**src/rtl/vga_fb_arbiter_if.sv**
```systemverilog
// Requester-side bus of the framebuffer arbiter: request/ack handshake plus
// one 12-bit word of address/data per access.
interface vga_fb_arbiter_if #(
  parameter int ADDR_W = 15
);
  logic              req;
  logic              we;
  logic [ADDR_W-1:0] addr;
  logic [11:0]       wdata;
  logic              ack;
  logic [11:0]       rdata;

  modport master (output req, we, addr, wdata, input ack, rdata);
  modport slave  (input req, we, addr, wdata, output ack, rdata);
endinterface

```
**src/rtl/vga_fb_arbiter.sv**
```systemverilog
// Single-port framebuffer arbiter: fixed video fetch slots from the raster
// counters, a requester FSM on every remaining cycle, and the x4 pixel pipeline.
module vga_fb_arbiter #(
  parameter int H_START = 16,
  parameter int V_START = 10,
  parameter int ADDR_W  = 15
) (
  input  logic              clk_25_175,
  input  logic              reset,
  input  logic [9:0]        hcount,
  input  logic [9:0]        vcount,
  output logic [11:0]       pixstream,
  output logic              frame_start,
  vga_fb_arbiter_if.slave   req_bus,
  output logic [ADDR_W-1:0] mem_addr,
  output logic              mem_we,
  output logic [11:0]       mem_wdata,
  input  logic [11:0]       mem_rdata
);

  typedef enum logic {IDLE, ACK} state_t;

  state_t      state_q, state_d;
  logic [11:0] pix_hold_q, pix_hold_d;
  logic [11:0] rdata_q, rdata_d;
  logic        vis_q, vis_d;
  logic        load_q, load_d;
  logic        frame_start_q, frame_start_d;

  logic [10:0]       hoff;
  logic [10:0]       hnext;
  logic [7:0]        yblk;
  logic              v_act;
  logic              h_rng;
  logic              slot;
  logic              grant;
  logic [ADDR_W-1:0] vid_addr;

  // hoff is the fetch phase: a slot runs two cycles ahead of the pixels it feeds
  assign hoff     = {1'b0, hcount} + 11'd2 - 11'(H_START);
  assign hnext    = {1'b0, hcount} + 11'd1;
  assign yblk     = 8'((vcount - 10'(V_START)) >> 2);
  assign v_act    = (vcount >= 10'(V_START)) && (vcount <= 10'(V_START + 479));
  assign h_rng    = (hcount >= 10'(H_START - 2)) && (hcount <= 10'(H_START + 634));
  assign slot     = v_act && h_rng && (hoff[1:0] == 2'b00);
  assign vid_addr = ADDR_W'(yblk) * ADDR_W'(160) + ADDR_W'(hoff[10:2]);
  assign grant    = (state_q == IDLE) && req_bus.req && !slot;

  always_comb begin
    state_d       = IDLE;
    mem_addr      = '0;
    mem_we        = 1'b0;
    mem_wdata     = '0;
    load_d        = slot;
    pix_hold_d    = pix_hold_q;
    rdata_d       = rdata_q;
    // vis_d describes the next cycle so it lines up with the hold register load
    vis_d         = v_act && (hnext >= 11'(H_START)) && (hnext <= 11'(H_START + 639));
    frame_start_d = (vcount == 10'(V_START + 480)) && (hcount == 10'd0);

    if (grant) begin
      state_d = ACK;
    end

    if (slot) begin
      mem_addr = vid_addr;
    end else if (grant) begin
      mem_addr  = req_bus.addr;
      mem_we    = req_bus.we;
      mem_wdata = req_bus.wdata;
    end

    if (load_q) begin
      pix_hold_d = mem_rdata;
    end

    if ((state_q == ACK) && !req_bus.we) begin
      rdata_d = mem_rdata;
    end
  end

  always_ff @(posedge clk_25_175 or negedge reset) begin
    if (!reset) begin
      state_q       <= IDLE;
      pix_hold_q    <= '0;
      rdata_q       <= '0;
      vis_q         <= 1'b0;
      load_q        <= 1'b0;
      frame_start_q <= 1'b0;
    end else begin
      state_q       <= state_d;
      pix_hold_q    <= pix_hold_d;
      rdata_q       <= rdata_d;
      vis_q         <= vis_d;
      load_q        <= load_d;
      frame_start_q <= frame_start_d;
    end
  end

  // Read data is forwarded straight from the RAM during the ack cycle, then held
  assign req_bus.ack   = (state_q == ACK);
  assign req_bus.rdata = ((state_q == ACK) && !req_bus.we) ? mem_rdata : rdata_q;
  assign pixstream     = vis_q ? pix_hold_q : 12'h000;
  assign frame_start   = frame_start_q;

endmodule
```
**src/flat_wrapper.sv**
```systemverilog
// flat-port wrapper written by rule: the top's interface ports become plain ports
module vga_fb_arbiter_flat 
#(
  parameter int H_START = 16,
  parameter int V_START = 10,
  parameter int ADDR_W  = 15
)
  (clk_25_175, reset, hcount, vcount, pixstream, frame_start, mem_addr, mem_we, mem_wdata, mem_rdata, req_bus_req, req_bus_we, req_bus_addr, req_bus_wdata, req_bus_ack, req_bus_rdata);
  vga_fb_arbiter_if #(.ADDR_W(ADDR_W)) req_bus_i ();
  input  logic clk_25_175;
  input  logic reset;
  input  logic [9:0] hcount;
  input  logic [9:0] vcount;
  output logic [11:0] pixstream;
  output logic frame_start;
  output logic [ADDR_W-1:0] mem_addr;
  output logic mem_we;
  output logic [11:0] mem_wdata;
  input  logic [11:0] mem_rdata;
  input wire logic [$bits(req_bus_i.req)-1:0] req_bus_req;
  input wire logic [$bits(req_bus_i.we)-1:0] req_bus_we;
  input wire logic [$bits(req_bus_i.addr)-1:0] req_bus_addr;
  input wire logic [$bits(req_bus_i.wdata)-1:0] req_bus_wdata;
  output wire logic [$bits(req_bus_i.ack)-1:0] req_bus_ack;
  output wire logic [$bits(req_bus_i.rdata)-1:0] req_bus_rdata;
  assign req_bus_i.req = req_bus_req;
  assign req_bus_i.we = req_bus_we;
  assign req_bus_i.addr = req_bus_addr;
  assign req_bus_i.wdata = req_bus_wdata;
  assign req_bus_ack = req_bus_i.ack;
  assign req_bus_rdata = req_bus_i.rdata;
  vga_fb_arbiter #(.H_START(H_START), .V_START(V_START), .ADDR_W(ADDR_W)) u_core (.clk_25_175(clk_25_175), .reset(reset), .hcount(hcount), .vcount(vcount), .pixstream(pixstream), .frame_start(frame_start), .req_bus(req_bus_i), .mem_addr(mem_addr), .mem_we(mem_we), .mem_wdata(mem_wdata), .mem_rdata(mem_rdata));
endmodule
```
**config.mk**
```make
export PLATFORM = sky130hd
export DESIGN_NAME = vga_fb_arbiter_flat
export DESIGN_NICKNAME = d
export VERILOG_FILES = /design/src/rtl/vga_fb_arbiter_if.sv /design/src/rtl/vga_fb_arbiter.sv /design/src/flat_wrapper.sv
export SDC_FILE = /design/constraint.sdc
export NUM_CORES = 1
export LEC_CHECK = 0
export ABC_AREA = 1
export BUFFER_PORTS_ARGS = -buffer_cell sky130_fd_sc_hd__buf_2
export CORE_ASPECT_RATIO = 1.75
export CORE_MARGIN = 3
export CORE_UTILIZATION = 54
export DETAILED_ROUTE_END_ITERATION = 10
export PLACE_DENSITY = 0.95
export SLEW_MARGIN = 40
export SYNTH_ARGS = -nofsm -noshare
export SYNTH_HDL_FRONTEND = slang
export SYNTH_SLANG_ARGS = --single-unit
```
**constraint.sdc**
```tcl
create_clock -name clk_25_175 -period 6.5 [get_ports clk_25_175]
set_input_delay 1.3 -clock clk_25_175 [delete_from_list [all_inputs] [get_ports clk_25_175]]
set_output_delay 1.3 -clock clk_25_175 [all_outputs]
set_load 0.02 [all_outputs]
```
==> flow_summary.yaml, run 1 <==
placed_design:
  placed_cells: 609
  dp_slack_ns: 0.771
  io_buffers: 116
  hpwl_microns: 6620
  place_congestion: 0.918
final_layout:
  seqCellArea_sq_um: 701
  fillers: 431
  drive_gt1_share_pct: 32.1
  multiInputGateArea_sq_mm: 0.00186
  antenna_cells: 0
  nets: 622
  final_cells: 613
  areaGrowthSynthToFinish_pct: 23.1
synth:
  synthDistinctLibCells: 34
  synth_area_leaders: "dfrtp_1, nand2_1, inv_1"
  synthXorXnorAreaFrac_pct: 4.43
  yosys.area.top_type: "dfrtp_1"
  synth_compound_area_share_pct: 4.13
  synth_mux_area_share_pct: 9.11
  yosysMostFrequentCell: "nand2_1"
  netlist_area_sq_mm: 0.00297
  synthFlopType: "dfrtp_1"
  ys_warn_count: 0
  synth_nets: 509
  synthArstFlopShare_pct: 100
  synth_edf_count: 0
  syn_inst: 427
  synth-seq-cells: 28
  synthSimpleGateAreaFrac_pct: 36.6
  synth_top_family_by_area: "simple AND/OR/NAND/NOR gates"
  synth.avg_cell_area_sq_um: 6.95
  synth_common_cells: "nand2_1, inv_1, nand3_1, nor2_1, dfrtp_1"
  synth_fa_ha_area_share_pct: 8.52
  synth_top_area_share_pct: 23.6
  seq_area_frac_synth_pct: 23.6
flow_run:
  cap_viol_max_count: 0
route:
  num_vias: 3140
  vias_per_cell: 5.12
  routedWlPerCell_microns: 12.9
  drc: 0
  ant_nets: 0
  dr.pass1.iters: 5
  totalWireLength_microns: 7940
  drt_iter0_drc: 71
die:
  dieHeight_microns: 104
  dieArea_sq_mm: 0.00646
  rows: 35
  initial_core_util_pct: 56.0
  core_area_sq_mm: 0.00530
  die_w_microns: 62.0
  ios: 117
timing:
  finalClockSkew_ns: 0.0101
  fin_crit_ns: 5.77
  tightestPinTransition_ns: 0.606
  slew_headroom_pct: 59.6
  maxSlewViolCount: 0
  hold_viol: 0
  fin_crit_sh_pct: 88.7
  tns_ns: 0
  clock.fmax_mhz: 173
  setup_ws_ns: 0.735
  setup_viol: 0
  rsz0062_at_grt: "false"
clock_tree:
  clk_latency_ns: 0.28
  numCtsBuffers: 3
  clock-sinks: 28
  cts_resized: 0
  max-clock-path-buffers: 2
  cts_hold_buf: 0
  cts_tree: "built"
  h-tree-depth: 1
  postCtsSetupRepairBufs: 0
  path_clk_slew_ns: 0.09
  clock-root-buffer: "clkbuf_8"
critical_path:
  worst_ep_arrival_time_ns: 4.47
  startpoint_type: "input pin"
  crit_type: "input pin to output pin"
  endpoint_kind: "output pin"
  required_ns: 5.20
  crit_path_max_fanout: 4
global_route:
  grt_pass1_vias: 3095
  grt_antenna_before_repair: 1
  track_usage_pct: 24.8
  grt_pass1_wl_microns: 12700
  overflow: 0
  grt_max_degree: 29
hold_path:
  hold_class: "flop to flop"
pwr:
  ir_drop_v: 0.0000852
  leakagePower_uw: 0.00222
  pwr_density_cell_mw_per_mm2: 195
run_status:
  status: "finished clean"
[cell type report]
cell class / instances / area share [%]
Multi-Input combinational cell: 300 / 51.0
Inverter: 90 / 9.25
Clock buffer: 3 / 1.13
Clock inverter: 1 / 0.822
Timing Repair Buffer: 117 / 16.1
Tap cell: 74 / 2.54
Sequential cell: 28 / 19.2
[metrics by stage]
step | cell area [sq um] | power, uW | hold WS (ns) | util, %
finish | 3650 | 711 | 0.501 | 68.9
global route | 3650 | 765 | 0.516 | 68.9
CTS | 3650 | 712 | 0.503 | 68.9
detailed placement | 3580 | 578 | 0.481 | 67.6
global placement | 3580 | 561 | 0.475 | 67.6
floorplan | 2970 | 472 | 0.481 | -
[routing by layer]
metal	track usage, %	wire (microns)	vias to the layer above
met5	0	7	-
met4	9.56	305	2
met3	2.36	486	30
met2	48.9	4420	121
met1	23.4	2720	1432
li1	-	-	1555
[sequential cells by signal (all words and copies together), names as in the netlist]
| register | flops |
|---|---|
| u_core.frame_start | 1 |
| u_core.load_q | 1 |
| u_core.pix_hold_q | 12 |
| u_core.rdata_q | 12 |
| u_core.req_bus.ack | 1 |
| u_core.vis_q | 1 |
[worst paths after layout]
check	end	cells after the start	from	slack [ns]
worst max-delay path	mem_addr[11]	18	vcount[2]	0.73
worst min register to register	u_core.rdata_q[5]	1	u_core.rdata_q[5]	0.50
worst max register to register	u_core.rdata_q[2]	2	u_core.req_bus.ack	5.11
worst min-delay path	u_core.rdata_q[5]	1	u_core.rdata_q[5]	0.50
max in group asynchronous	u_core.pix_hold_q[3]	1	reset	5.08
min in group asynchronous	u_core.rdata_q[7]	1	reset	1.02
[logic make-up (layout without fill, tap and decap cells)]
family,Yosys count,count (layout)
and+or+nand+nor,219,219
buffers and inverters,99,211
AOI/OAI and AO/OA,23,23
muxes,24,24
xor gates and xnor gates,15,15
adders and majority gates,19,19
DFF,28,28
[layout by cell type, fill, tap and decap left out, types with 11 or more instances in the layout]
cell type  Yosys  routed
ha_1          17      17
buf_2          0     116
mux2_2        24      24
dfrtp_1       28      28
xor2_1        13      13
nand2_1      102     102
inv_1         85      85
nand3_1       47      47
nor2_1        31      31
a21oi_1       11      11
[power by group]
part	switching, uW	leakage (uW)	internal [uW]
clock	52.0	0.0000357	82.5
sequential	17.9	0.000338	210
combinational	217	0.00184	132
[worst max-delay path, cell delays in order]
cell and delay, ns:
buf_2 0.11, inv_1 0.08, ha_1 0.19, inv_1 0.05
a21oi_1 0.28, xor2_1 0.31, inv_1 0.08, ha_1 0.29
ha_1 0.18, inv_1 0.06, fa_1 0.39, xnor2_1 0.33
nand2_1 0.10, nor2_1 0.21, xor2_1 0.19, nand2_1 0.09
nand2_1 0.08, buf_2 0.16
No activity file was read; power rests on OpenSTA's default activity.
==> run 2, diff against run 1 <==
--- a/config.mk
+++ b/config.mk
@@ -9,9 +9,9 @@
 export BUFFER_PORTS_ARGS = -buffer_cell sky130_fd_sc_hd__buf_2
 export CORE_ASPECT_RATIO = 1.75
 export CORE_MARGIN = 3
-export CORE_UTILIZATION = 54
+export CORE_UTILIZATION = 45
 export DETAILED_ROUTE_END_ITERATION = 10
-export PLACE_DENSITY = 0.95
+export PLACE_DENSITY = 0.86
 export SLEW_MARGIN = 40
 export SYNTH_ARGS = -nofsm -noshare
 export SYNTH_HDL_FRONTEND = slang
==> constraint.sdc (replaced) <==
create_clock -name clk_25_175 -period 4.85 [get_ports clk_25_175]
set_input_delay 0.97 -clock clk_25_175 [delete_from_list [all_inputs] [get_ports clk_25_175]]
set_output_delay 0.97 -clock clk_25_175 [all_outputs]
set_load 0.02 [all_outputs]
==> flow_summary.yaml, run 2 (synthesis results as in run 1) <==
final_layout:
  areaGrowthSynthToFinish_pct: 28.7
  reg_top3: "u_core.pix_hold_q (12), u_core.rdata_q (12)"
  final_common_cell: "buf_2"
  antenna_cells: 0
  mostFrequentLayoutCells: "buf_2, nand2_1, inv_1"
  nets: 630
  final_cells: 627
  drive_gt1_share_pct: 36.7
clock_tree:
  cts_tree: "built"
  clock-root-buffer: "clkbuf_8"
  cts_hold_buf: 0
  h-tree-depth: 1
  clock-sinks: 28
  numCtsBuffers: 3
  max-clock-path-buffers: 2
  path_clk_slew_ns: 0.09
  clk_latency_ns: 0.27
hold_path:
  hold_class: "flop to flop"
  whs_endpoint: "u_core.rdata_q[11]"
  hold_path_startpoint: "u_core.rdata_q[11]"
  hold_path_depth: 1
global_route:
  grt_pass1_vias: 3034
  grt_pass1_wl_microns: 13000
  grt_max_degree: 29
  grt_antenna_before_repair: 0
  track_usage_pct: 21.2
  overflow: 0
route:
  wl_met2_microns: 4890
  ant_nets: 0
  routedWlPerCell_microns: 13.5
  dr.pass1.iters: 5
  highest_layer: "met4"
  vias_per_cell: 5.05
  drt_iter0_drc: 226
  totalWireLength_microns: 8480
  num_vias: 3164
  met1_length_microns: 2880
  drc: 0
  wl_met3_microns: 499
critical_path:
  worst_ep_arrival_time_ns: 3.82
  crit_type: "input pin to output pin"
  cpPeakStageDelay_ns: 0.36
  reg2regPathDepth: 3
  crit_top_cell: "nand3_1"
  startpoint_type: "input pin"
  crit_family: "adder cells"
  cpMaxStageDelayCell: "fa_2"
  reg2reg_slack_ns: 3.40
  required_ns: 3.88
  crit_buf_inv: 7
  cp_num_cells: 19
  rr_startpoint: "u_core.req_bus.ack"
  regToRegEndpoint: "u_core.req_bus.ack"
  endpoint_kind: "output pin"
  cp_cell_sequence: "buf_2 > inv_2 > ha_4 > inv_1 > a21oi_2 > xor2_2 > inv_2 > ha_4 > ha_2 > inv_1 > fa_2 > xnor2_1 > buf_4 > nand3_1 > nor2_2 > nand3_1 > nand3_1 > nand2_1 > buf_4"
  crit_path_max_fanout: 3
die:
  dieHeight_microns: 113
  die_w_microns: 67.4
  rows: 38
  dieArea_sq_mm: 0.00764
  core_area_sq_mm: 0.00628
  initial_core_util_pct: 47.3
  ios: 117
timing:
  fin_crit_ns: 4.79
  maxSlewViolCount: 0
  hold_viol: 0
  slew_headroom_pct: 54.6
  finalClockSkew_ns: 0.00121
  fin_crit_sh_pct: 98.8
  setup_viol: 0
  clock.fmax_mhz: 209
  tightestPinTransition_ns: 0.679
placed_design:
  hpwl_microns: 6810
  place_congestion: 0.951
  io_buffers: 116
  placed_cells: 622
run_status:
  status: "finished clean"
pwr:
  p_total_uw: 1000
  pwr_density_cell_mw_per_mm2: 263
  ir_drop_v: 0.000120
  leakagePower_uw: 0.00226
flow_run:
  cap_viol_max_count: 0
## run 2: changes by cell type in the layout (fill, tap and decap cells not counted), moves of 3 or more
cell     change
inv_2        +3
nor2_1       -4
buf_4       +10
buf_2        -3
nand3_2      +3
inv_1        -3
nor2_2       +3
ha_1         -4
nand3_1      -3
## run 2: repair_timing
action	CTS	global route
pin swaps	3	11
setup endpoints to repair	4	6
gates resized for setup	5	23
buffers inserted	0	1
## run 2: power breakdown
part	internal [uW]	switching (uW)	total, uW
clock	110	69.1	180
combinational	204	317	521
sequential	281	21.8	303
total	595	408	1000
## run 2: worst max-delay path by stage
stage / from / endpoint / slack, ns
global route: vcount[2] / mem_addr[13] / -0.11
global placement: vcount[2] / mem_addr[12] / -0.002
CTS: vcount[2] / mem_addr[13] / 0.002
floorplan: vcount[2] / mem_addr[14] / 0.29
finish: vcount[2] / mem_addr[14] / 0.06
detailed placement: vcount[2] / mem_addr[12] / -0.04
## run 2: cell type report
type / count / area, sq um
multi-input combinational: 300 / 1950
sequential: 28 / 701
clock buffer: 3 / 41.3
inverter: 90 / 338
clock inverter: 1 / 30.0
fill: 584 / 2460
tap: 80 / 100
timing repair buffer: 125 / 659
## run 2: worst register-to-register path, stage by stage, from the launching register on
cell and delay [ns]:
dfrtp_1 0.41, nor2_1 0.55, nand2_4 0.32, inv_2 0.11
## run 2: layer usage
metal  global-route usage [%]  vias to the layer above
met2                     42.2                      122
met4                     6.78                        0
met5                        0                        -
li1                         -                     1574
met3                     2.66                       28
met1                     21.4                     1440
## run 2: per-stage QoR
stage | instance area, sq um | setup slack [ns] | util [%] | hold WS [ns] | setup TNS [ns]
3_3_place_gp | 3640 | -0.00158 | 58.0 | 0.475 | -0.00158
4_1_cts | 3730 | 0.00178 | 59.4 | 0.502 | 0
3_5_place_dp | 3640 | -0.0388 | 58.0 | 0.479 | -0.0883
6_report | 3820 | 0.0561 | 60.8 | 0.499 | 0
5_1_grt | 3820 | -0.106 | 60.8 | 0.514 | -0.305
2_1_floorplan | 2970 | 0.294 | - | 0.481 | 0
==> run 3, diff against run 2 <==
--- a/config.mk
+++ b/config.mk
@@ -6,12 +6,13 @@
 export NUM_CORES = 1
 export LEC_CHECK = 0
 export ABC_AREA = 1
-export BUFFER_PORTS_ARGS = -buffer_cell sky130_fd_sc_hd__buf_2
 export CORE_ASPECT_RATIO = 1.75
 export CORE_MARGIN = 3
-export CORE_UTILIZATION = 45
+export CORE_UTILIZATION = 59
 export DETAILED_ROUTE_END_ITERATION = 10
-export PLACE_DENSITY = 0.86
+export DONT_BUFFER_PORTS = 1
+export GPL_ROUTABILITY_DRIVEN = 0
+export PLACE_DENSITY = 0.78
 export SLEW_MARGIN = 40
 export SYNTH_ARGS = -nofsm -noshare
 export SYNTH_HDL_FRONTEND = slang
==> flow_summary.yaml, run 3 (synthesis results as in run 1) <==
global_route:
  grt_pass1_wl_microns: 10600
  overflow: 0
  grt_max_degree: 29
  track_usage_pct: 22.2
  grt_antenna_before_repair: 0
  grt_pass1_vias: 2506
clock_tree:
  clk_latency_ns: 0.26
  clock-root-buffer: "clkbuf_8"
  numCtsBuffers: 3
  postCtsSetupRepairBufs: 0
  path_clk_slew_ns: 0.09
  clock-sinks: 28
  max-clock-path-buffers: 2
  cts_tree: "built"
  h-tree-depth: 1
critical_path:
  crit_buf_inv: 5
  startpoint: "vcount[2]"
  crit_type: "input pin to output pin"
  crit_family: "adder cells"
  worst_ep_arrival_time_ns: 3.68
  cp_num_cells: 19
  endpoint_kind: "output pin"
  crit_top_cell: "inv_1"
  rr_startpoint: "u_core.req_bus.ack"
  cp_cell_sequence: "inv_1 > ha_1 > inv_1 > a21oi_2 > xor2_1 > inv_1 > ha_1 > ha_1 > inv_1 > fa_1 > nor2_2 > nand3_1 > nand3_2 > inv_1 > nor2_1 > nand3_1 > nand2_1 > nand3_1 > nand2_2"
  required_ns: 3.88
  cpPeakStageDelay_ns: 0.46
  reg2regPathDepth: 3
  cpMaxStageDelayCell: "fa_1"
  startpoint_type: "input pin"
  crit_path_max_fanout: 3
die:
  initial_core_util_pct: 62.0
  dieArea_sq_mm: 0.00595
  die_w_microns: 59.6
  rows: 33
  core_area_sq_mm: 0.00479
  dieHeight_microns: 99.8
  ios: 117
pwr:
  pwr_density_cell_mw_per_mm2: 270
  leakagePower_uw: 0.00174
  p_total_uw: 833
  ir_drop_v: 0.000283
timing:
  clock.fmax_mhz: 215
  finalClockSkew_ns: 0.00401
  hold_viol: 0
  setup_viol: 0
  slew_headroom_pct: 50.7
  rsz0062_at_grt: "false"
  fin_crit_sh_pct: 95.8
  maxSlewViolCount: 0
  fin_crit_ns: 4.65
  tns_ns: 0
  tightestPinTransition_ns: 0.737
final_layout:
  antenna_cells: 0
  final_common_cell: "nand2_1"
  nets: 510
  final_cells: 479
  reg_top3: "u_core.pix_hold_q (12), u_core.rdata_q (12)"
  areaGrowthSynthToFinish_pct: 4.01
  mostFrequentLayoutCells: "nand2_1, inv_1, nand3_1"
  drive_gt1_share_pct: 16.2
flow_run:
  cap_viol_max_count: 0
route:
  dr.pass1.iters: 4
  num_vias: 2585
  ant_nets: 0
  vias_per_cell: 5.40
  drt_iter0_drc: 57
  drc: 0
  routedWlPerCell_microns: 13.9
  totalWireLength_microns: 6650
placed_design:
  hpwl_microns: 5750
  io_buffers: 0
  placed_cells: 475
hold_path:
  hold_class: "input pin to asynchronous set/reset pin"
run_status:
  status: "finished clean"
[run 3: cell count changes in the layout (fill, tap and decap cells not counted), sizes merged]
cell / previous run / this run
buf: 125 / 5
bufinv: 1 / 0
clkbuf: 3 / 4
[run 3: report_power, final]
part           internal (uW)  switching [uW]  total, uW
clock network           72.4            63.9        136
logic                    140             255        394
registers                281            21.1        302
total                    493             340        833
[run 3: what timing repair did]
| item | in CTS | in global routing |
|---|---|---|
| gates resized for setup | 0 | 9 |
| hold buffers | 0 | 0 |
| endpoints found under the setup margin | 0 | 4 |
[run 3: worst reg2reg max path: stages (launching register included)]
cell and delay (ns):
dfrtp_1 0.49, nor2_1 0.62, nand2_4 0.33, inv_2 0.10
[run 3: cell type report]
class	count	area [sq um]
multi-input combinational	300	1890
fill	445	1700
sequential	28	701
inverter	90	338
tap	52	65.1
clock buffer	4	55.1
timing repair buffer	5	37.5
[run 3: through the flow]
stage	hold slack, ns	setup slack (ns)	area [sq um]	utilization, %
floorplan	0.481	0.294	2970	-
global placement	0.490	0.218	3000	62.7
detailed placement	0.496	0.0863	3000	62.7
CTS	0.382	0.0758	3060	63.8
global route	0.369	0.0117	3090	64.4
finish	0.390	0.203	3090	64.4
[run 3: final timing paths]
kind | slack (ns) | endpoint
setup / recovery | 0.20 | mem_addr[14]
hold / removal | 0.39 | u_core.pix_hold_q[7]
setup reg to reg | 3.26 | u_core.req_bus.ack
hold reg to reg | 0.51 | u_core.pix_hold_q[0]
max in group asynchronous | 4.39 | u_core.rdata_q[7]
min in group clk_25_175 | 0.51 | u_core.pix_hold_q[0]
[run 3: per-layer routing]
metal	part of all wire (%)	vias up	wire length, microns	global-route usage, %
li1	-	1339	-	-
met1	39	1150	2570	24.2
met5	0	-	0	0
met2	53	85	3550	42.5
met3	5.9	11	392	2.96
met4	2.0	0	132	6.31
